[src/rtl/hazard_ctrl_pkg.sv]
// Shared types and constants for the pipeline hazard/redirect controller.
package hazard_ctrl_pkg;

  typedef enum logic [1:0] {
    RUN      = 2'd0,
    MDU_WAIT = 2'd1,
    FLUSH    = 2'd2
  } state_e;

  localparam logic [4:0] REG_ZERO = 5'd0;
  localparam int         ADDR_W   = 32;

endpackage

[src/rtl/hazard_ctrl_hazard_detect.sv]
// Combinational load-use comparator: a load in EX whose rd feeds a source read in ID.
module hazard_detect
  import hazard_ctrl_pkg::*;
(
  input  logic [4:0] idRs1In,
  input  logic [4:0] idRs2In,
  input  logic       idUsesRs1In,
  input  logic       idUsesRs2In,
  input  logic [4:0] exRdIn,
  input  logic       exMemReadIn,
  output logic       loadUseOut
);

  logic rs1Match;
  logic rs2Match;

  assign rs1Match   = idUsesRs1In && (idRs1In == exRdIn);
  assign rs2Match   = idUsesRs2In && (idRs2In == exRdIn);
  // x0 is hardwired zero, so a load targeting it never creates a dependency.
  assign loadUseOut = exMemReadIn && (exRdIn != REG_ZERO) && (rs1Match || rs2Match);

endmodule

[src/rtl/hazard_ctrl.sv]
// Hazard and redirect controller: generates PC / IF-ID / ID-EX stall and flush controls.
module hazard_ctrl
  import hazard_ctrl_pkg::*;
#(
  parameter int FLUSH_CYCLES = 1,
  parameter int MDU_TIMEOUT  = 64,
  parameter int CNT_W        = 16
) (
  input  logic              clkIn,
  input  logic              resetIn,
  input  logic [4:0]        idRs1In,
  input  logic [4:0]        idRs2In,
  input  logic              idUsesRs1In,
  input  logic              idUsesRs2In,
  input  logic [4:0]        exRdIn,
  input  logic              exMemReadIn,
  input  logic              exRedirectIn,
  input  logic [ADDR_W-1:0] exTargetIn,
  input  logic              mduStartIn,
  input  logic              mduDoneIn,
  output logic              pcStallOut,
  output logic              pcLoadOut,
  output logic [ADDR_W-1:0] pcTargetOut,
  output logic              ifidStallOut,
  output logic              ifidFlushOut,
  output logic              idexStallOut,
  output logic              idexFlushOut,
  output logic [CNT_W-1:0]  stallCntOut,
  output logic              errOut,
  output logic [1:0]        stateOut
);

  localparam logic [2:0] FLUSH_INIT = 3'(FLUSH_CYCLES - 1);
  localparam logic [9:0] MDU_LIMIT  = 10'(MDU_TIMEOUT);

  state_e     state, nextState;
  logic [2:0] flushCnt, flushCntNext;
  logic [9:0] mduCnt, mduCntNext;
  logic       errNext;
  logic       loadUse;

  hazard_detect uDetect (
    .idRs1In     (idRs1In),
    .idRs2In     (idRs2In),
    .idUsesRs1In (idUsesRs1In),
    .idUsesRs2In (idUsesRs2In),
    .exRdIn      (exRdIn),
    .exMemReadIn (exMemReadIn),
    .loadUseOut  (loadUse)
  );

  assign stateOut = state;

  always_comb begin
    pcStallOut   = 1'b0;
    pcLoadOut    = 1'b0;
    pcTargetOut  = '0;
    ifidStallOut = 1'b0;
    ifidFlushOut = 1'b0;
    idexStallOut = 1'b0;
    idexFlushOut = 1'b0;
    nextState    = state;
    flushCntNext = flushCnt;
    mduCntNext   = mduCnt;
    errNext      = errOut;

    // EX is frozen during MDU_WAIT, so a redirect seen there is stale and ignored.
    if (exRedirectIn && (state != MDU_WAIT)) begin
      pcLoadOut    = 1'b1;
      pcTargetOut  = exTargetIn;
      ifidFlushOut = 1'b1;
      idexFlushOut = 1'b1;
      flushCntNext = FLUSH_INIT;
      nextState    = (FLUSH_INIT != 3'd0) ? FLUSH : RUN;
    end else begin
      case (state)
        RUN: begin
          if (mduStartIn) begin
            pcStallOut   = 1'b1;
            ifidStallOut = 1'b1;
            idexStallOut = 1'b1;
            mduCntNext   = 10'd1;
            nextState    = MDU_WAIT;
          end else if (loadUse) begin
            pcStallOut   = 1'b1;
            ifidStallOut = 1'b1;
            idexFlushOut = 1'b1;
          end
        end
        FLUSH: begin
          ifidFlushOut = 1'b1;
          flushCntNext = flushCnt - 3'd1;
          if (flushCnt <= 3'd1) nextState = RUN;
        end
        MDU_WAIT: begin
          if (mduDoneIn) begin
            nextState = RUN;
          end else if (mduCnt >= MDU_LIMIT) begin
            errNext   = 1'b1;
            nextState = RUN;
          end else begin
            pcStallOut   = 1'b1;
            ifidStallOut = 1'b1;
            idexStallOut = 1'b1;
            mduCntNext   = mduCnt + 10'd1;
          end
        end
        default: nextState = RUN;
      endcase
    end

    // Reset holds both pipeline registers as bubbles and suppresses everything else.
    if (resetIn) begin
      pcStallOut   = 1'b0;
      pcLoadOut    = 1'b0;
      pcTargetOut  = '0;
      ifidStallOut = 1'b0;
      ifidFlushOut = 1'b1;
      idexStallOut = 1'b0;
      idexFlushOut = 1'b1;
    end
  end

  always_ff @(posedge clkIn) begin
    if (resetIn) begin
      state       <= RUN;
      flushCnt    <= '0;
      mduCnt      <= '0;
      stallCntOut <= '0;
      errOut      <= 1'b0;
    end else begin
      state    <= nextState;
      flushCnt <= flushCntNext;
      mduCnt   <= mduCntNext;
      errOut   <= errNext;
      if (pcStallOut && (stallCntOut != {CNT_W{1'b1}})) stallCntOut <= stallCntOut + 1'b1;
    end
  end

endmodule
[config.mk]
export PLATFORM = sky130hd
export DESIGN_NAME = hazard_ctrl
export DESIGN_NICKNAME = d
export VERILOG_FILES = /design/src/rtl/hazard_ctrl_pkg.sv /design/src/rtl/hazard_ctrl_hazard_detect.sv /design/src/rtl/hazard_ctrl.sv
export SDC_FILE = /design/constraint.sdc
export NUM_CORES = 1
export LEC_CHECK = 0
export ABC_AREA = 1
export BUFFER_PORTS_ARGS = -buffer_cell sky130_fd_sc_hd__buf_2
export CAP_MARGIN = 20
export CORE_MARGIN = 3
export CORE_UTILIZATION = 42
export DETAILED_ROUTE_END_ITERATION = 6
export PLACE_DENSITY = 0.81
export SYNTH_ARGS = -nofsm -noshare
export SYNTH_HDL_FRONTEND = slang
export SYNTH_HIERARCHICAL = 1
export SYNTH_SLANG_ARGS = --single-unit
export TNS_END_PERCENT = 5
[constraint.sdc]
create_clock -name clkIn -period 1.6 [get_ports clkIn]
set_input_delay 0.16 -clock clkIn [delete_from_list [all_inputs] [get_ports clkIn]]
set_output_delay 0.16 -clock clkIn [all_outputs]
set_load 0.01 [all_outputs]
==> key figures, run 1 <==
Floorplanning
  • Initial Util: 44.99%
  • Die height: 78.53 microns
  • I/O Pins: 112
  • Die width: 78.53 microns
  • # rows: 25
  • Core Region: 4911 sq um
  • Die area: 6167 sq um

Final layout
  • Share of layout cells above drive strength 1: 35.60%
  • Fill count: 455
  • NumNets Final: 573
  • Commonest non-fill, non-tap cell in the layout: nand2_1
  • Inserted Diodes: 0
  • Fin cells: 581
  • Most frequent cells in the layout: nand2_1, buf_2, nor2_1, inv_1, dfxtp_1
  • Area growth, synth to finish: 37.83%

Route
  • 1st-pass router iterations: 5
  • DRC: 0
  • Vias: 2,734
  • Vias per cell: 4.706
  • Routed Antenna Nets: 0
  • Final wirelength: 6.305 mm
  • Wire per inst: 10.85 microns
  • Initial DRC count: 181

CTS
  • Clk buf depth: 2
  • CTS tree: done
  • Cts bufs inserted: 3
  • Clock Pin Slew Worst Setup and Hold Paths: 110 ps
  • Htree depth: 1
  • Hold_buf cts: 0
  • CTS sink cnt: 28
  • Post-CTS setup repair buffer count: 0
  • Clock Latency Late Sink: 280 ps
  • CTS root buf: clkbuf_8

Placed design
  • Port bufs: 110
  • Cells after DPL: 577
  • Global placement routability congestion: 0.8479
  • Dpl ws: -52.68 ps
  • Final HPWL DP: 5.035 mm

Synth
  • Adder-Cell Fraction of Synth Area: 1.699%
  • Number of library cell types mapped by synthesis: 29
  • Synth Warn #: 6
  • Net Count, Synth: 450
  • Syn avg cell area: 5.637 sq um
  • Post-synthesis sequential area ratio: 25.37%
  • Leading area contributor after synthesis: dfxtp_1
  • Synthesized cell area: 2210 sq um
  • Seq cells post-synth: 28
  • Ranking of synthesized cells by area: dfxtp_1, nand2_1, nor2_1
  • Synth Area in XOR/XNOR: 1.586%
  • Largest family of logic cells by synthesized area: simple AND/OR/NAND/NOR gates
  • Compound-Gate Fraction of Synth Area: 8.324%
  • Mux contribution to synthesized area: 0%
  • Simple-gate share of the synthesized area: 50.51%
  • Synth Instances: 392
  • Share of the synthesized area in the top cell type: 25.37%

Worst setup path
  • CP delay by family, top: simple AND/OR/NAND/NOR gates
  • Crit path max-delay cell type: dfxtp_1
  • Crit start category: flop
  • CP max FO: 19
  • Crit path arrival time: 1700 ps
  • Crit path capture type: flop
  • Buf/Inv on CP: 2
  • Critical path class: reg -> reg
  • CP cell instances: ha_2 > inv_1 > nor2_2 > nand2_2 > nor2_2 > nor2_4 > buf_12 > o21ai_0 > nor2_1
  • Most used cell, CP: nor2_2
  • Worst stage delay on the critical path: 350 ps
  • Req. time, crit path: 1780 ps

STA
  • Clk_skew: 11.68 ps
  • Period Utilization, post-route: 94.52%
  • Fmax achieved: 0.6612 GHz
  • Min Tclk post-route: 1512 ps
  • RSZ-0062 raised after global routing: yes
  • Fin. max-slew vios: 0
  • Worst-margin pin slew: 524.9 ps
  • Endpoints failing setup: 0
  • Max_slew headroom: 65.01%
  • Final hold vios: 0
  • Post-route setup slack: 87.68 ps

GRT
  • Largest net degree at the start of global routing: 50
  • Total gr overflow: 0
  • Total GRT Usage: 20.47%
  • Initial antenna violation count: 0
  • First-pass GRT wire length: 10.67 mm
  • Vias in the first global route: 2,592

Power and ir drop
  • Max IR drop VDD: 0.3160 mV
  • Static leakage: 1.606 nW
  • PwrDens: 557.3 nW/um^2

Status
  • Run status: complete, no violations

Hold path
  • Worst hold path type: in -> reg

Job
  • Number of max-cap violations: 0
state kept, by name, summed over array words and instances (netlist names):
name         flops
errOut           1
mduCnt          10
stallCntOut     16
stateOut         1
metrics by stage:
stage	utilization, %	power [mW]	hold slack, ps	cell area (sq um)	setup TNS [ps]
after floorplan	-	0.9648	369.8	2213	0
after global placement	60.18	1.128	427.0	2955	-43.74
after detailed placement	60.18	1.138	431.4	2955	-630.1
after CTS	61.68	1.700	240.1	3029	0
after global routing	62.01	1.779	255.4	3045	-39.26
final	62.01	1.697	240.6	3045	0
synth_stat cells, drive strengths merged:
cell type,instances
ha,3
nor3,2
nand3,17
nand4,7
conb,1
clkinv,1
clkbuf,8
o21ai,10
xor2,1
buf,8
nand2,144
a21oi,17
inv,45
o21a,1
nor2,94
xnor2,3
and3,1
o21bai,1
dfxtp,28
layout make-up:
cell class	count	area, sq um	share of cell area [%]
inverter	46	175.2	5.752
multi-input combinational	302	1395	45.81
timing repair buffer	134	755.7	24.82
clock buffer	3	41.29	1.356
tap	67	83.83	2.753
sequential	28	564.3	18.53
clock inverter	1	30.03	0.9860
worst reg2reg max path: cells and delay by family (launching register included):
kind | cells | cell delay, ps
adder cells (fa/ha/maj) | 1 | 170
flip-flops | 1 | 350
AND/OR/NAND/NOR | 5 | 540
AO/OA/AOI/OAI | 1 | 160
buffers and inverters | 2 | 190
what timing repair did:
item,4_1_cts,5_1_grt
resized for setup,1,10
setup endpoints to repair,1,18
pin swaps,0,1
gates cloned,0,0
logic make-up after synthesis:
group / after synthesis
other: 1
and+or+nand+nor: 265
xor gates and xnor gates: 4
buffers and inverters: 62
AOI/OAI and AO/OA: 29
DFF: 28
adders and majority gates: 3
power breakdown:
group          internal, mW  total, mW  leakage, nW  switching (mW)
sequential            0.708      0.719        0.228          0.0107
combinational         0.170      0.410         1.34           0.240
clock                 0.335      0.569       0.0357           0.234
total                  1.21       1.70         1.61           0.484
final timing paths:
path                                             startpoint                           to  slack, ps  depth (start not counted)
worst min register to register       mduCnt[9]$_SDFFE_PP0P_       mduCnt[9]$_SDFFE_PP0P_        450                          2
worst min-delay path                              mduDoneIn          errOut$_SDFFE_PP0P_        240                          3
worst max-delay path            stallCntOut[1]$_SDFFE_PP0P_  stallCntOut[0]$_SDFFE_PP0P_         90                          9
worst max register to register  stallCntOut[1]$_SDFFE_PP0P_  stallCntOut[0]$_SDFFE_PP0P_         90                          9
metal layers:
| metal | track usage, % | wire (microns) | up-vias |
|---|---|---|---|
| met4 | 5.594 | 66 | 0 |
| met2 | 38.12 | 3132 | 109 |
| li1 | - | - | 1423 |
| met1 | 24.09 | 2652 | 1196 |
| met5 | 0 | 0 | - |
| met3 | 2.982 | 453 | 6 |
No activity file was read; power rests on OpenSTA's default activity.
==> inputs of run 2 (changes only) <==
Settings changed: CORE_UTILIZATION 42 to 40, PLACE_DENSITY 0.81 to 0.79, SYNTH_HIERARCHICAL 1 to not set.
==> run 2 against run 1 <==
  * The run now ends with negative setup slack left
  * Synthesized cell count fell by 13%
  * Via count fell by 7.5%
  * Clock skew rose by 1.4 ps
  * Die area fell by 4.1%
  * Core utilization fell by 0.29 points
  * Non-clock buffer count did not move
  * Critical path depth did not move
  * Maximum frequency fell by 7.3%
  * Sequential power fell by 1%
==> key figures, run 2 <==
Synth
  • Share of the synthesized area in the top cell type: 27.86% (+2.5 points)
  • Synth top cells by count: nand2_1, nor2_1, inv_1
  • Synth Warn #: 0 (-6)
  • Count leader, synth: nand2_1
  • Post-synthesis sequential area ratio: 27.86% (+2.5 points)
  • Seq cells post-synth: 28 (unchanged)
  • Synth Instances: 340 (-13%)
  • Leading area contributor after synthesis: dfxtp_1
  • Syn avg cell area: 5.917 sq um (+5.0%)
  • Synthesized cell area: 2012 sq um (-8.9%)
  • Async S/R FF share, synth: 0% (unchanged)
  • Number of library cell types mapped by synthesis: 30 (+3.4%)
  • Net Count, Synth: 398 (-12%)
  • Post-synth EDFFs: 0 (unchanged)
  • Ranking of synthesized cells by area: dfxtp_1, nand2_1, nor2_1
  • Main flop type after synthesis: dfxtp_1

GRT
  • Total GRT Usage: 19.53% (-0.94 points)
  • Largest net degree at the start of global routing: 55 (+10%)
  • First-pass GRT wire length: 9.756 mm (-8.6%)
  • Vias in the first global route: 2,321 (-10%)
  • Total gr overflow: 0 (unchanged)
  • Initial antenna violation count: 0 (unchanged)

Final layout
  • Biggest regs: stallCntOut x16, mduCnt x10
  • Area growth, synth to finish: 46.83%
  • Inserted Diodes: 0 (unchanged)
  • Max FFs per register: 16 (unchanged)
  • Share of layout cells above drive strength 1: 37.58% (+2.0 points)
  • Top reg by flops: stallCntOut
  • Most frequent cells in the layout: buf_2, nand2_1, nor2_1, inv_1, nand3_1
  • Commonest non-fill, non-tap cell in the layout: buf_2
  • NumNets Final: 522 (-8.9%)
  • Post-route cell area: 2954 sq um (-3.0%)

Hold path
  • Worst hold path type: in -> reg
  • HP Start: resetIn

Floorplanning
  • Die height: 76.92 microns (-2.1%)
  • # rows: 25 (unchanged)
  • I/O Pins: 112 (unchanged)
  • Die area: 5917 sq um (-4.1%)
  • Initial Util: 42.04% (-3.0 points)
  • Core Region: 4786 sq um (-2.5%)
  • Die width: 76.92 microns (-2.1%)

Worst setup path
  • CP delay by family, top: simple AND/OR/NAND/NOR gates
  • Crit path arrival time: 1770 ps (+70 ps)
  • Crit path max-delay cell type: dfxtp_2
  • Worst stage delay on the critical path: 370 ps (+20 ps)
  • Buf/Inv on CP: 2 (unchanged)
  • R2R Path Start: stallCntOut[1]$_SDFFE_PP0P_
  • Req. time, crit path: 1740 ps (-40 ps)
  • CP cell instances: ha_4 > inv_2 > nor2_2 > nand2_1 > nor3_4 > nand3_4 > buf_6 > nand3_1 > a21oi_1
  • Crit path capture type: flop
  • CP max FO: 6 (-13)
  • Crit start category: flop
  • Worst setup path startpoint: stallCntOut[1]$_SDFFE_PP0P_
  • Critical path class: reg -> reg

Status
  • Run status: finished with violations
  • Failing checks: negative setup slack

STA
  • Final hold vios: 0 (unchanged)
  • Min Tclk post-route: 1631 ps (+118.8 ps)
  • Endpoints failing setup: 9 (+9)
  • Post-route setup slack: -31.13 ps (-118.8 ps)
  • Fin. max-slew vios: 0 (unchanged)
  • Clk_skew: 13.10 ps (+1.423 ps)
  • RSZ-0062 raised after global routing: yes
  • Fmax achieved: 0.6131 GHz (-7.3%)
  • Max_slew headroom: 65.21% (+0.20 points)
  • WHS: 215.9 ps (-24.76 ps)
  • Period Utilization, post-route: 101.9% (+7.4 points)
  • Worst-margin pin slew: 521.9 ps (-3.012 ps)

Job
  • Number of max-cap violations: 0 (unchanged)

Route
  • Final wirelength: 6.191 mm (-1.8%)
  • Initial DRC count: 139 (-23%)
  • Vias: 2,528 (-7.5%)
  • Routed Antenna Nets: 0 (unchanged)
  • Vias per cell: 4.770 (+1.4%)
  • Wire per inst: 11.68 microns (+7.6%)
  • DRC: 0 (unchanged)
  • 1st-pass router iterations: 4 (-1)

Placed design
  • Global placement routability congestion: 0.9193 (+8.4%)
  • Final HPWL DP: 4.667 mm (-7.3%)
  • Port bufs: 110 (unchanged)
  • Placed instance area: 2724 sq um (-7.8%)

CTS
  • CTS sink cnt: 28 (unchanged)
  • Clock Pin Slew Worst Setup and Hold Paths: 100 ps (about the same)
  • CTS tree: done
  • Clock Latency Late Sink: 280 ps (about the same)
  • Clk buf depth: 2 (unchanged)
  • Htree depth: 1 (unchanged)
  • Cts bufs inserted: 3 (unchanged)
  • CTS root buf: clkbuf_8

Power and ir drop
  • PwrDens: 526.0 nW/um^2 (-5.6%)
  • Max IR drop VDD: 0.3458 mV (+9.4%)
  • Static leakage: 1.533 nW (-4.5%)
run 2: cell types whose count changed in the layout (fill, tap and decap cells not counted), moves of 5 or more:
| cell | before | now |
|---|---|---|
| nand2_1 | 126 | 99 |
| a21oi_1 | 7 | 22 |
| nor2_1 | 86 | 52 |
| nand3_1 | 17 | 25 |
| dfxtp_1 | 25 | 18 |
| nand2_2 | 15 | 3 |
| a21oi_2 | 10 | 1 |
| buf_6 | 0 | 5 |
| xor2_1 | 1 | 10 |
run 2: final timing paths:
| check | to | slack (ps) | depth (start not counted) |
|---|---|---|---|
| worst max-delay path | stallCntOut[9]$_SDFFE_PP0P_ | -30 | 9 |
| worst max register to register | stallCntOut[9]$_SDFFE_PP0P_ | -30 | 9 |
| worst min-delay path | mduCnt[0]$_SDFFE_PP0P_ | 220 | 4 |
| worst min register to register | errOut$_SDFFE_PP0P_ | 450 | 2 |
run 2: cells by family (layout without fill, tap and decap cells):
group | Yosys count | after routing | share of synthesized area (%)
compound gates | 31 | 31 | 8.085
xor+xnor | 14 | 14 | 6.094
fa+ha+maj | 3 | 3 | 1.866
buf+inv | 57 | 180 | 11.82
flops | 28 | 28 | 27.86
other cells | 1 | 1 | 0.1864
simple gates | 206 | 206 | 44.09
run 2: cell type report:
cell class,count,area (sq um)
Fill cell,456,1832
Tap cell,67,83.83
Clock buffer,4,55.05
Timing Repair Buffer,134,772.0
Sequential cell,28,580.6
Inverter,42,160.2
Multi-Input combinational cell,255,1303
run 2: worst register-to-register path, stage by stage, from the launching register on:
cell and delay, ps:
dfxtp_2 370, ha_4 160, inv_2 40, nor2_2 120
nand2_1 110, nor3_4 190, nand3_4 160, buf_6 170
nand3_1 90, a21oi_1 70
run 2: layer usage:
layer / part of all wire [%] / track usage (%) / up-vias
li1: - / - / 1299
met1: 40 / 22.09 / 1108
met2: 50 / 35.63 / 109
met3: 7.4 / 4.577 / 12
met4: 2.1 / 6.522 / 0
met5: 0 / 0 / -
run 2: through the flow:
step                cells  total power [mW]  TNS, ps  utilization (%)  worst slack (ps)
floorplan             340            0.9404   -181.8                -            -20.07
global placement      519             1.091        0            56.92             89.19
detailed placement    519             1.098        0            56.92             49.80
CTS                   529             1.562   -137.9            60.08            -65.33
global route          530             1.646    -1495            61.73            -118.0
finish                530             1.554   -84.33            61.73            -31.13
run 2: where the power goes:
part	total, mW	leakage, nW	internal [mW]	switching (mW)
clock network	0.443	0.0288	0.220	0.223
registers	0.711	0.232	0.701	0.00949
logic	0.400	1.27	0.176	0.224
run 2: repair_timing:
action	4_1_cts	5_1_grt
endpoints found under the hold margin	0	0
setup buffers	6	0
cloned	0	1
endpoints found under the setup margin	2	56
hold buffers	0	0
pin swaps	7	10
resized for setup	11	22
